<file path="src/rtl/lfsr_px_source.sv">
// lfsr_px_source: SPI pixel pass-through or Galois-LFSR test-pattern source; LFSR_PX_COUNT_EN adds px_count_o.
// Latency: one cycle from spi_px_rdy_i or an LFSR step to the px_rdy_o pulse.
// No backpressure: px_rdy_o is a one-cycle pulse; run_i low pauses generation in place.
module lfsr_px_source #(
  parameter int                    PX_WIDTH   = 24,
  parameter int                    LFSR_WIDTH = 16,
  parameter logic [LFSR_WIDTH-1:0] LFSR_TAPS  = 16'hB400,
  parameter int                    PX_GAP     = 0
) (
  input  logic                clk_i,
  input  logic                nreset_i,
  input  logic                cfg_valid_i,
  input  logic [7:0]          cfg_byte_i,
  output logic                cfg_done_o,
  input  logic                select_input_i,
  input  logic [PX_WIDTH-1:0] spi_px_i,
  input  logic                spi_px_rdy_i,
  input  logic                run_i,
  output logic [PX_WIDTH-1:0] px_o,
  output logic                px_rdy_o,
  output logic                lfsr_done_o
`ifdef LFSR_PX_COUNT_EN
  ,
  output logic [15:0]         px_count_o
`endif
);
  localparam int NB = LFSR_WIDTH / 8;
  localparam int CW = $clog2(2 * NB + 1);
  localparam int GW = (PX_GAP > 0) ? $clog2(PX_GAP + 1) : 1;

  typedef enum logic [1:0] {S_LOAD, S_READY, S_RUN, S_DONE} state_t;
  state_t state_q, state_d;

  logic [CW-1:0]         byte_cnt_q, byte_idx;
  logic [LFSR_WIDTH-1:0] seed_q, stop_q, lfsr_q, lfsr_nxt, seed_guard;
  logic [LFSR_WIDTH-1:0] shift_seed, shift_stop;
  logic [GW-1:0]         gap_q;
  logic [PX_WIDTH-1:0]   gen_px;
  logic                  restart, accept, load_last, step, hit, run_entry;

  always_comb begin
    restart    = cfg_valid_i && (state_q == S_READY || state_q == S_DONE);
    accept     = cfg_valid_i && (state_q == S_LOAD || restart);
    byte_idx   = restart ? '0 : byte_cnt_q;
    load_last  = accept && (byte_idx == CW'(2 * NB - 1));
    shift_seed = LFSR_WIDTH'({seed_q, cfg_byte_i});
    shift_stop = LFSR_WIDTH'({stop_q, cfg_byte_i});
    // An all-zero seed would lock the LFSR up, so it is promoted to 1.
    seed_guard = (seed_q == '0) ? LFSR_WIDTH'(1) : seed_q;
    run_entry  = (state_q == S_READY) && !cfg_valid_i && run_i;
    step       = (state_q == S_RUN) && run_i && select_input_i && (gap_q == '0);
    lfsr_nxt   = (lfsr_q >> 1) ^ (lfsr_q[0] ? LFSR_TAPS : '0);
    hit        = (lfsr_nxt == stop_q) || (lfsr_nxt == seed_q);
  end

  for (genvar g = 0; g < PX_WIDTH; g++) begin : g_rep
    assign gen_px[g] = lfsr_nxt[g % LFSR_WIDTH];
  end

  always_comb begin
    state_d = state_q;
    case (state_q)
      S_LOAD:  if (load_last) state_d = S_READY;
      S_READY: if (cfg_valid_i) state_d = S_LOAD;
               else if (run_i) state_d = S_RUN;
      S_RUN:   if (step && hit) state_d = S_DONE;
      S_DONE:  if (cfg_valid_i) state_d = S_LOAD;
               else if (!run_i) state_d = S_READY;
      default: state_d = S_LOAD;
    endcase
  end

  always_ff @(posedge clk_i or negedge nreset_i) begin
    if (!nreset_i) state_q <= S_LOAD;
    else           state_q <= state_d;
  end

  always_ff @(posedge clk_i or negedge nreset_i) begin
    if (!nreset_i) begin
      byte_cnt_q  <= '0;
      seed_q      <= '0;
      stop_q      <= '0;
      lfsr_q      <= '0;
      gap_q       <= '0;
      cfg_done_o  <= 1'b0;
      lfsr_done_o <= 1'b0;
      px_o        <= '0;
      px_rdy_o    <= 1'b0;
    end else begin
      if (accept) begin
        byte_cnt_q <= load_last ? '0 : byte_idx + 1'b1;
        if (byte_idx < CW'(NB)) seed_q <= shift_seed;
        else                    stop_q <= shift_stop;
      end
      if (load_last) begin
        seed_q     <= seed_guard;
        lfsr_q     <= seed_guard;
        cfg_done_o <= 1'b1;
      end
      if (restart) begin
        cfg_done_o  <= 1'b0;
        lfsr_done_o <= 1'b0;
      end
      if (step) begin
        lfsr_q <= lfsr_nxt;
        gap_q  <= GW'(PX_GAP);
        if (hit) lfsr_done_o <= 1'b1;
      end else if (state_q == S_RUN && run_i && gap_q != '0) begin
        gap_q <= gap_q - 1'b1;
      end
      if (run_entry) gap_q <= '0;
      if (state_q == S_DONE && !cfg_valid_i && !run_i) begin
        lfsr_q      <= seed_q;
        lfsr_done_o <= 1'b0;
      end
      // SPI path owns the output whenever it is selected, regardless of state.
      if (!select_input_i) begin
        px_o     <= spi_px_i;
        px_rdy_o <= spi_px_rdy_i;
      end else if (step) begin
        px_o     <= gen_px;
        px_rdy_o <= 1'b1;
      end else begin
        px_rdy_o <= 1'b0;
      end
    end
  end

`ifdef LFSR_PX_COUNT_EN
  always_ff @(posedge clk_i or negedge nreset_i) begin
    if (!nreset_i)                             px_count_o <= '0;
    else if (run_entry)                        px_count_o <= '0;
    else if (step && px_count_o != 16'hFFFF)   px_count_o <= px_count_o + 1'b1;
  end
`endif

endmodule
</file>
<file path="config.mk">
export PLATFORM = sky130hd
export DESIGN_NAME = lfsr_px_source
export DESIGN_NICKNAME = d
export VERILOG_FILES = /design/src/rtl/lfsr_px_source.sv
export SDC_FILE = /design/constraint.sdc
export NUM_CORES = 1
export LEC_CHECK = 0
export BUFFER_PORTS_ARGS = -buffer_cell sky130_fd_sc_hd__buf_4
export CAP_MARGIN = 20
export CORE_ASPECT_RATIO = 0.6
export CORE_MARGIN = 8
export CORE_UTILIZATION = 55
export DETAILED_ROUTE_END_ITERATION = 10
export GPL_TIMING_DRIVEN = 0
export PLACE_DENSITY = 0.87
export SYNTH_ARGS = -nofsm -noshare
export SYNTH_HDL_FRONTEND = slang
export SYNTH_SLANG_ARGS = --single-unit
</file>
<file path="constraint.sdc">
create_clock -name clk_i -period 2.75 [get_ports clk_i]
set_clock_uncertainty 0.2 [all_clocks]
set_input_delay 0.825 -clock clk_i [delete_from_list [all_inputs] [get_ports clk_i]]
set_output_delay 0.825 -clock clk_i [all_outputs]
set_load 0.05 [all_outputs]
</file>
==> results of run 1 <==
## synthesized netlist by cell type (all sizes together)
cell / number / share of area (%)
a21boi: 1 / 0.19
o41ai: 1 / 0.22
nand3: 17 / 2.3
a21oi: 7 / 0.89
a22o: 4 / 0.89
buf: 11 / 1.7
a32oi: 1 / 0.22
mux2: 31 / 8.8
and3: 1 / 0.16
nand2: 30 / 2.9
or3: 1 / 0.28
a221o: 18 / 4.6
o22a: 1 / 0.22
nor2b: 21 / 3.3
o21ai: 5 / 0.63
o21a: 2 / 0.38
a221oi: 1 / 0.22
a21o: 4 / 0.76
xnor3: 2 / 1.1
o31a: 1 / 0.22
clkbuf: 14 / 1.3
a211oi: 1 / 0.19
nand2b: 8 / 1.3
ha: 2 / 0.63
o22ai: 5 / 0.79
a31oi: 4 / 0.63
nand3b: 1 / 0.19
nand4: 6 / 0.95
xnor2: 23 / 5.1
nor4: 5 / 0.79
xor2: 8 / 1.8
nor2: 15 / 1.4
and3b: 1 / 0.22
dfrtp: 81 / 51
o211ai: 2 / 0.38
and2: 3 / 0.54
o31ai: 2 / 0.38
nor3: 6 / 1.2
inv: 3 / 0.28
mux2i: 2 / 0.51
a41oi: 1 / 0.22
## final cells by class
cell class                 count  area [um^2]  share of cell area, %
buffer                        25          144                   2.93
clock buffer                  12          256                   5.23
clock inverter                 3         40.0                  0.816
inverter                       3         11.3                  0.229
multi-input combinational    244         1820                   37.0
sequential                    81         2030                   41.3
tap                           91          114                   2.32
timing repair buffer          64          500                   10.2
## power by group
| part | switching, mW | leakage, nW | internal, mW |
|---|---|---|---|
| clock network | 0.455 | 0.148 | 0.744 |
| registers | 0.525 | 0.982 | 1.65 |
| logic | 1.31 | 1.10 | 1.06 |
| total | 2.29 | 2.23 | 3.46 |
## cell families after synthesis
logic type,count (synthesis),share of synthesized area [%]
flops,81,51.2
simple gates,115,15.5
xor+xnor,33,8.00
compound gates,61,12.0
buf+inv,28,3.35
fa+ha+maj,2,0.632
mux,33,9.33
## critical path, stage by stage
cell	delay (ps)
buf_6	110
nand2_4	80
and2_4	170
ha_1	190
ha_1	200
clkbuf_8	170
nor3_4	340
buf_6	220
mux2_2	360
## sequential cells by signal, indices dropped and copies added (netlist names), named ones only
signal       flops
lfsr_done_o      1
gap_q            1
state_q          1
stop_q          16
cfg_done_o       1
px_o            24
seed_q          16
byte_cnt_q       3
px_rdy_o         1
lfsr_q          16
## how the worst max path moves through the flow
stage,startpoint,end,slack (ps),cells after the start
2_1_floorplan,cfg_valid_i,seed_q[5],20,9
6_report,cfg_valid_i,seed_q[8],110,9
5_1_grt,cfg_valid_i,lfsr_q[14],70,11
3_5_place_dp,cfg_valid_i,seed_q[6],-210,9
4_1_cts,cfg_valid_i,seed_q[8],130,9
3_3_place_gp,cfg_valid_i,seed_q[14],-170,9
## layer usage
metal  wire (um)  global-route usage [%]
met1        4680                    27.4
met2        4560                    31.5
met3        1030                    8.36
met4         157                    7.48
met5           0                       0
## through the flow
| step | util [%] | std cells | setup TNS [ps] |
|---|---|---|---|
| final | 69.0 | 523 | 0 |
| after global routing | 69.0 | 523 | 0 |
| after CTS | 68.6 | 522 | 0 |
| after detailed placement | 64.4 | 507 | -2470 |
| after global placement | 64.4 | 507 | -1830 |
| after floorplan | - | 353 | 0 |
==> metrics.txt, run 1 <==
outcome=complete, no violations; area post-placement=4580 um^2; Longest Clk Path Bufs=2; unrepaired setup endpoints after global routing=false; Initial DRC Count=324; Slew HR=55.5%; area grow syn2layout=24.0%; pwr dens=1170 nW/um^2; clk slew on worst S/H paths=60 ps; initial core utilization=55.6%; Placer Congestion=0.920; cell count after synthesis=353; post-layout min period=2640 ps; critical path startpoint category=primary input; final instance area=4910 um^2; largest net degree at the start of global routing=82; post_cts resized=0; share of post-route cells with drive strength above 1=30.1%; number of port buffers=63; Sink Count=81; Peak VDD IR=0.628 mV; clock root buffer master=clkbuf_16; Hold WS=115 ps; post-CTS setup buffer count=0; first-pass GRT wire length=16600 um; most common cell after layout, fill and taps aside=dfrtp_1; Leak Pwr=2.23 nW; chip width=126 um; Max Cap Violations=0; TritonCTS clock tree=done; Post-Route WL=10400 um; pre-CTS setup slack=-213 ps; most frequent cells in the layout=dfrtp_1 (81), buf_4 (64), mux2_2 (31), nand2_1 (28), xnor2_1 (23); ant diodes=0; Routed wire per std cell=20.0 um; clk_lat worst skew=340 ps; layout net count=468; R2R depth=8; crit path kind=primary input to flip-flop; crit-path max FO=10; type of element capturing the critical path=flip-flop; Rows=24; sequential share of the synthesized area=51.2%; Syn Nets=393; H-tree depth=3; Worst Path Required=2770 ps; Setup-failing EPs final=0; Vert. Die Dim=81.7 um; Tot Pwr=5.75 mW; synthesized area=3960 um^2; Worst R2R Start=state_q[0]; IO Pins=65; total gr overflow=0; distinct cell type count after synthesis=49; hold buffer count at cts=0; WP data arrival=2660 ps; fmax=379 MHz; Routed Antenna Nets=0; final hold viol count=0; Yosys warnings=0; fin crit share=96.0%; DRT Pass-1 Iters=5; initial antenna violation count=0; Slew Viols, Final=0; worst r2r dst=seed_q[8]; Core Box Area=7120 um^2; worst min path class=primary input to asynchronous set/reset pin; fillers=528; vias in the first global route=3142; total track usage=21.0%; via count=3128; FF+latch count, synth=81; post-route setup slack=110 ps; HPWL after detailed placement=7510 um; TritonCTS Buffers=9; reg-to-reg slack, setup=260 ps; Worst-Margin Slew=668 ps; Remaining DRCs=0; die footprint=10300 um^2; syn_area_per_cell=11.2 um^2; Via density=5.98
Note: power is estimated with default switching activity, not from simulation.
==> run 2: changes to the inputs <==
- ABC_AREA: unset -> 1
- clock period: 2.75 -> 2.7 ns (I/O delays scaled with it)
==> metrics.txt, run 2 <==
clock root buffer master=clkbuf_16; max reg flops=24 (unchanged); Post-Route WL=11700 um (+12%); TritonCTS Buffers=9 (unchanged); Yosys top cell area share=50.8% (-0.45 points); ant diodes=0 (unchanged); cell with the most instances after synthesis=nand2_1; outcome=complete, no violations; Synth top cells by count=nand2_1 (174), dfrtp_1 (81), inv_1 (57); Reg with most FFs=px_o; asr flop ratio synth=100% (unchanged); WP data arrival=2550 ps (-110 ps); total gr overflow=0 (unchanged); Longest Clk Path Bufs=2 (unchanged); H-tree depth=3 (unchanged); TritonCTS clock tree=done; Routed wire per std cell=17.1 um (-14%); chip width=126 um (+0.39%); distinct cell type count after synthesis=30 (-39%); crit-path max FO=10 (unchanged); M3 GR Usage=8.23% (-0.13 points); Slew Viols, Final=0 (unchanged); Yosys warnings=0 (unchanged); fin crit share=94.0%; final instance area=4960 um^2 (+1.1%); DRT Pass-1 Iters=5 (unchanged); via count=3917 (+25%); HPWL after detailed placement=8610 um (+15%); area post-placement=4590 um^2 (about the same); Via density=5.74 (-4.0%); Core Util, Final=69.5% (+0.48 points); R2R depth=7 (-1); synth top area cells=dfrtp_1 (51%), nand2_1 (16%), o21ai_0 (5.5%); pwr dens=1170 nW/um^2 (-0.21%); vias in the first global route=3820 (+22%); Routed Antenna Nets=0 (unchanged); most frequent cells in the layout=nand2_1 (174), dfrtp_1 (81), buf_4 (64), inv_1 (57), o21ai_0 (44); unrepaired setup endpoints after global routing=false; post-layout min period=2540 ps; met1 Use GR=30.1% (+2.7 points); Leak Pwr=2.55 nW (+15%); Worst Path Required=2710 ps (-60 ps); Slew HR=55.3% (-0.20 points); clk slew on worst S/H paths=60 ps (about the same); reg-to-reg slack, setup=230 ps (-30 ps); Vert. Die Dim=82.0 um (+0.35%); sequential share of the synthesized area=50.8% (-0.45 points); Setup-failing EPs final=0 (unchanged); IO Pins=65 (unchanged); layout net count=627 (+34%); area grow syn2layout=24.3%; Rows=24 (unchanged); Syn Nets=551 (+40%); type of element capturing the critical path=flip-flop; die footprint=10300 um^2 (+0.74%); Sink Count=81 (unchanged); Max Cap Violations=0 (unchanged); synthesized area=3990 um^2 (+0.89%); initial antenna violation count=0 (unchanged); Placer Congestion=0.947 (+2.9%); most common cell after layout, fill and taps aside=nand2_1; cell count after synthesis=511 (+45%); crit path kind=primary input to flip-flop; first-pass GRT wire length=18900 um (+14%); worst min path class=primary input to asynchronous set/reset pin; final hold viol count=0 (unchanged); number of port buffers=64 (+1.6%); Initial DRC Count=453 (+40%); most used flip-flop cell after synthesis=dfrtp_1; initial core utilization=55.9% (+0.26 points); Remaining DRCs=0 (unchanged); Core Box Area=7150 um^2 (+0.42%); largest net degree at the start of global routing=82 (unchanged); critical path startpoint category=primary input; sum of negative setup slack=0 ps (unchanged); clk_lat worst skew=340 ps (about the same); global-route met2 utilization=36.5% (+5.0 points); Post-synth EDFFs=0 (unchanged); FF+latch count, synth=81 (unchanged); Worst-Margin Slew=666 ps (-1.97 ps); Synth area leader=dfrtp_1; total track usage=23.3% (+2.3 points); share of post-route cells with drive strength above 1=17.6% (-12 points); syn_area_per_cell=7.81 um^2 (-30%); Peak VDD IR=0.489 mV (-22%); fmax=394 MHz; GRT Max-Usage Layer=met2
run 2: cell count changes in the layout (fill, tap and decap cells not counted), sizes merged, moves of 18 or more:
| cell | delta |
|---|---|
| nand2 | +144 |
| inv | +61 |
| o21ai | +43 |
| mux2 | -31 |
| nor2 | +28 |
| nor2b | -21 |
| xnor2 | -18 |
run 2: area by class of cell:
type | instances | area [um^2]
Tap cell | 91 | 114
Sequential cell | 81 | 2030
Buffer | 17 | 82.6
Fill cell | 574 | 2180
Timing Repair Buffer | 65 | 508
Multi-Input combinational cell | 348 | 1660
Clock inverter | 2 | 60.1
Inverter | 65 | 244
Clock buffer | 13 | 270
run 2: worst max-delay path: stages:
cell and delay [ps]:
buf_4 110, nand2_1 130, inv_1 100, nor2_1 110, ha_1 190, ha_1 170, inv_1 100, nor2_4 160
inv_2 50, nand2_1 100, buf_6 160, o211ai_1 110, a21oi_2 170, a21oi_1 70
run 2: stage by stage:
step,cells,power [mW],hold slack [ps],worst slack (ps)
4_1_cts,681,5.72,289,37.6
5_1_grt,682,6.14,105,17.3
3_5_place_dp,666,4.34,274,-348
3_3_place_gp,666,4.22,268,-240
6_report,682,5.80,108,163
2_1_floorplan,511,3.60,272,226
run 2: power breakdown:
group	total, mW	leakage, nW	internal, mW	switching [mW]
registers	2.10	1.00	1.66	0.444
logic	2.35	1.39	0.798	1.55
clock network	1.35	0.162	0.881	0.466
run 2: logic make-up (layout without fill, tap and decap cells):
| group | Yosys count | in the layout | share of synthesized area [%] |
|---|---|---|---|
| DFF | 81 | 81 | 50.8 |
| AOI/OAI and AO/OA | 83 | 83 | 12.6 |
| and+or+nand+nor | 254 | 254 | 25.9 |
| buffers and inverters | 82 | 162 | 8.05 |
| xor gates and xnor gates | 9 | 9 | 1.97 |
| adders and majority gates | 2 | 2 | 0.627 |
run 2: metal layers:
layer | vias up | share of wire (%)
met5 | - | 0
met4 | 0 | 1.6
met3 | 25 | 11
met2 | 220 | 45
met1 | 1873 | 42
li1 | 1799 | -
run 2: worst paths after layout:
| kind | from | endpoint |
|---|---|---|
| min in group clk_i | px_o[21] | px_o[21] |
| worst max register to register | state_q[0] | lfsr_q[8] |
| max in group asynchronous | nreset_i | seed_q[5] |
| worst min-delay path | nreset_i | lfsr_q[0] |
| worst min register to register | px_o[21] | px_o[21] |
| worst max-delay path | cfg_valid_i | lfsr_q[0] |
run 2: what timing repair did:
item	in CTS	in global routing
resized for setup	1	6
setup buffers	0	0
endpoints found under the setup margin	1	14
hold buffers	0	0
==> run 3: changes to the inputs <==
==> constraint.sdc (replaced) <==
create_clock -name clk_i -period 2.7 [get_ports clk_i]
set_clock_uncertainty 0.2 [all_clocks]
set_input_delay 0.405 -clock clk_i [delete_from_list [all_inputs] [get_ports clk_i]]
set_output_delay 0.405 -clock clk_i [all_outputs]
set_load 0.05 [all_outputs]
==> metrics.txt, run 3 (same netlist as run 2, synthesis figures left out) <==
Worst R2R Start=state_q[0]; Sink Count=81 (unchanged); Longest Clk Path Bufs=2 (unchanged); number of port buffers=64 (unchanged); global-route met2 utilization=36.5% (unchanged); Routed Antenna Nets=0 (unchanged); initial core utilization=55.9% (unchanged); clk slew on worst S/H paths=60 ps (about the same); unrepaired setup endpoints after global routing=false; Worst-Margin Slew=667 ps (+1.34 ps); reg-to-reg slack, setup=200 ps (-30 ps); post-CTS setup buffer count=0 (unchanged); sum of negative setup slack=0 ps (unchanged); vias in the first global route=3820 (unchanged); Initial DRC Count=463 (+2.2%); TritonCTS clock tree=done; TritonCTS Buffers=9 (unchanged); Leak Pwr=2.56 nW (+0.13%); most frequent cells in the layout=nand2_1 (174), dfrtp_1 (81), buf_4 (65), inv_1 (57), o21ai_0 (44); most common cell after layout, fill and taps aside=nand2_1; type of element capturing the critical path=flip-flop; clk_lat worst skew=340 ps (about the same); layout net count=628 (+0.16%); worst r2r dst=lfsr_q[0]; total track usage=23.3% (unchanged); met1 Use GR=30.1% (unchanged); R2R depth=13 (+6); final instance area=4970 um^2 (about the same); GRT Max-Usage Layer=met2; Reg with most FFs=px_o; total gr overflow=0 (unchanged); fillers=576 (+0.35%); M3 GR Usage=8.23% (unchanged); share of post-route cells with drive strength above 1=17.4% (-0.20 points); Peak VDD IR=0.493 mV (+0.74%); HPWL after detailed placement=8610 um (unchanged); area post-placement=4590 um^2 (unchanged); fin crit share=92.6% (-1.4 points); largest net degree at the start of global routing=82 (unchanged); initial antenna violation count=0 (unchanged); Rows=24 (unchanged); Post-Route WL=11600 um (-0.58%); pwr dens=1160 nW/um^2 (-0.39%); WP data arrival=2510 ps (-40 ps); final hold viol count=0 (unchanged); ant diodes=0 (unchanged); Slew Viols, Final=0 (unchanged); post-layout min period=2500 ps (-37.9 ps); Worst Hold End=px_rdy_o; Slew HR=55.2% (-0.090 points); Vert. Die Dim=82.0 um (unchanged); crit path kind=flip-flop to flip-flop; Routed wire per std cell=17.0 um (-0.73%); Setup-failing EPs final=0 (unchanged); Max Cap Violations=0 (unchanged); max reg flops=24 (unchanged); die footprint=10300 um^2 (unchanged); outcome=complete, no violations; Worst Path Required=2710 ps (about the same); critical path startpoint category=flip-flop; HP Start=spi_px_rdy_i; IO Pins=65 (unchanged); area grow syn2layout=24.4% (about the same); worst min path class=primary input to flip-flop; footprint of the multi-input gates=1660 um^2 (-0.15%); chip width=126 um (unchanged); register area=2030 um^2 (unchanged); clock root buffer master=clkbuf_16; Core Box Area=7150 um^2 (unchanged); DRT Pass-1 Iters=5 (unchanged); crit-path max FO=10 (unchanged); Via density=5.67 (-1.3%); via count=3872 (-1.1%); first-pass GRT wire length=18900 um (unchanged); fmax=400 MHz (+1.5%); Remaining DRCs=0 (unchanged); hold path cells=3; Placer Congestion=0.947 (unchanged); H-tree depth=3 (unchanged)
==> run 3: area by class of cell <==
class                   instances  area share [%]
multi-input cells             348            33.3
repair buffers                 66            10.4
inverters                      65            4.91
plain buffers                  17            1.59
clock buffers                  13            5.44
well taps                      91            2.29
clock inverters                 2            1.21
flip-flops and latches         81            40.8
==> run 3: power by group <==
group / internal, mW / switching (mW)
combinational: 0.794 / 1.54
sequential: 1.66 / 0.443
clock: 0.881 / 0.464
==> run 3: what timing repair did <==
item,CTS,global route
hold buffers,0,1
endpoints found under the hold margin,0,10
endpoints found under the setup margin,0,12
gates resized for setup,0,5
==> run 3: metrics by stage <==
| step | worst slack [ps] | instances | util [%] | power, mW | hold WS (ps) |
|---|---|---|---|---|---|
| 2_1_floorplan | 609 | 511 | - | 3.60 | -90.6 |
| 3_3_place_gp | 165 | 666 | 64.2 | 4.22 | 268 |
| 3_5_place_dp | 56.5 | 666 | 64.2 | 4.34 | 274 |
| 4_1_cts | 77.3 | 681 | 68.8 | 5.71 | 63.4 |
| 5_1_grt | 28.1 | 683 | 69.5 | 6.13 | 82.4 |
| 6_report | 201 | 683 | 69.5 | 5.78 | 68.2 |
==> run 3: worst max path at each step <==
stage,from,end,slack (ps),depth (start not counted)
2_1_floorplan,state_q[0],lfsr_q[0],610,13
3_3_place_gp,cfg_valid_i,lfsr_q[0],170,14
3_5_place_dp,cfg_valid_i,lfsr_q[0],60,14
4_1_cts,state_q[0],lfsr_q[0],80,13
5_1_grt,state_q[0],lfsr_q[0],30,13
6_report,state_q[0],lfsr_q[0],200,13
==> run 3: layer usage <==
| metal | vias to the layer above | part of all wire [%] |
|---|---|---|
| met5 | - | 0 |
| met4 | 0 | 1.7 |
| met3 | 25 | 11 |
| met2 | 206 | 45 |
| met1 | 1837 | 43 |
| li1 | 1804 | - |
==> run 3: worst max-delay path: stages (launching register included) <==
cell,delay (ps)
dfrtp_1,430
nand2_1,150
inv_1,100
nor2_1,160
ha_1,210
ha_1,170
inv_1,100
nor2_4,170
inv_2,50
nand2_1,90
buf_4,190
o211ai_1,120
a21oi_2,170
a21oi_1,70
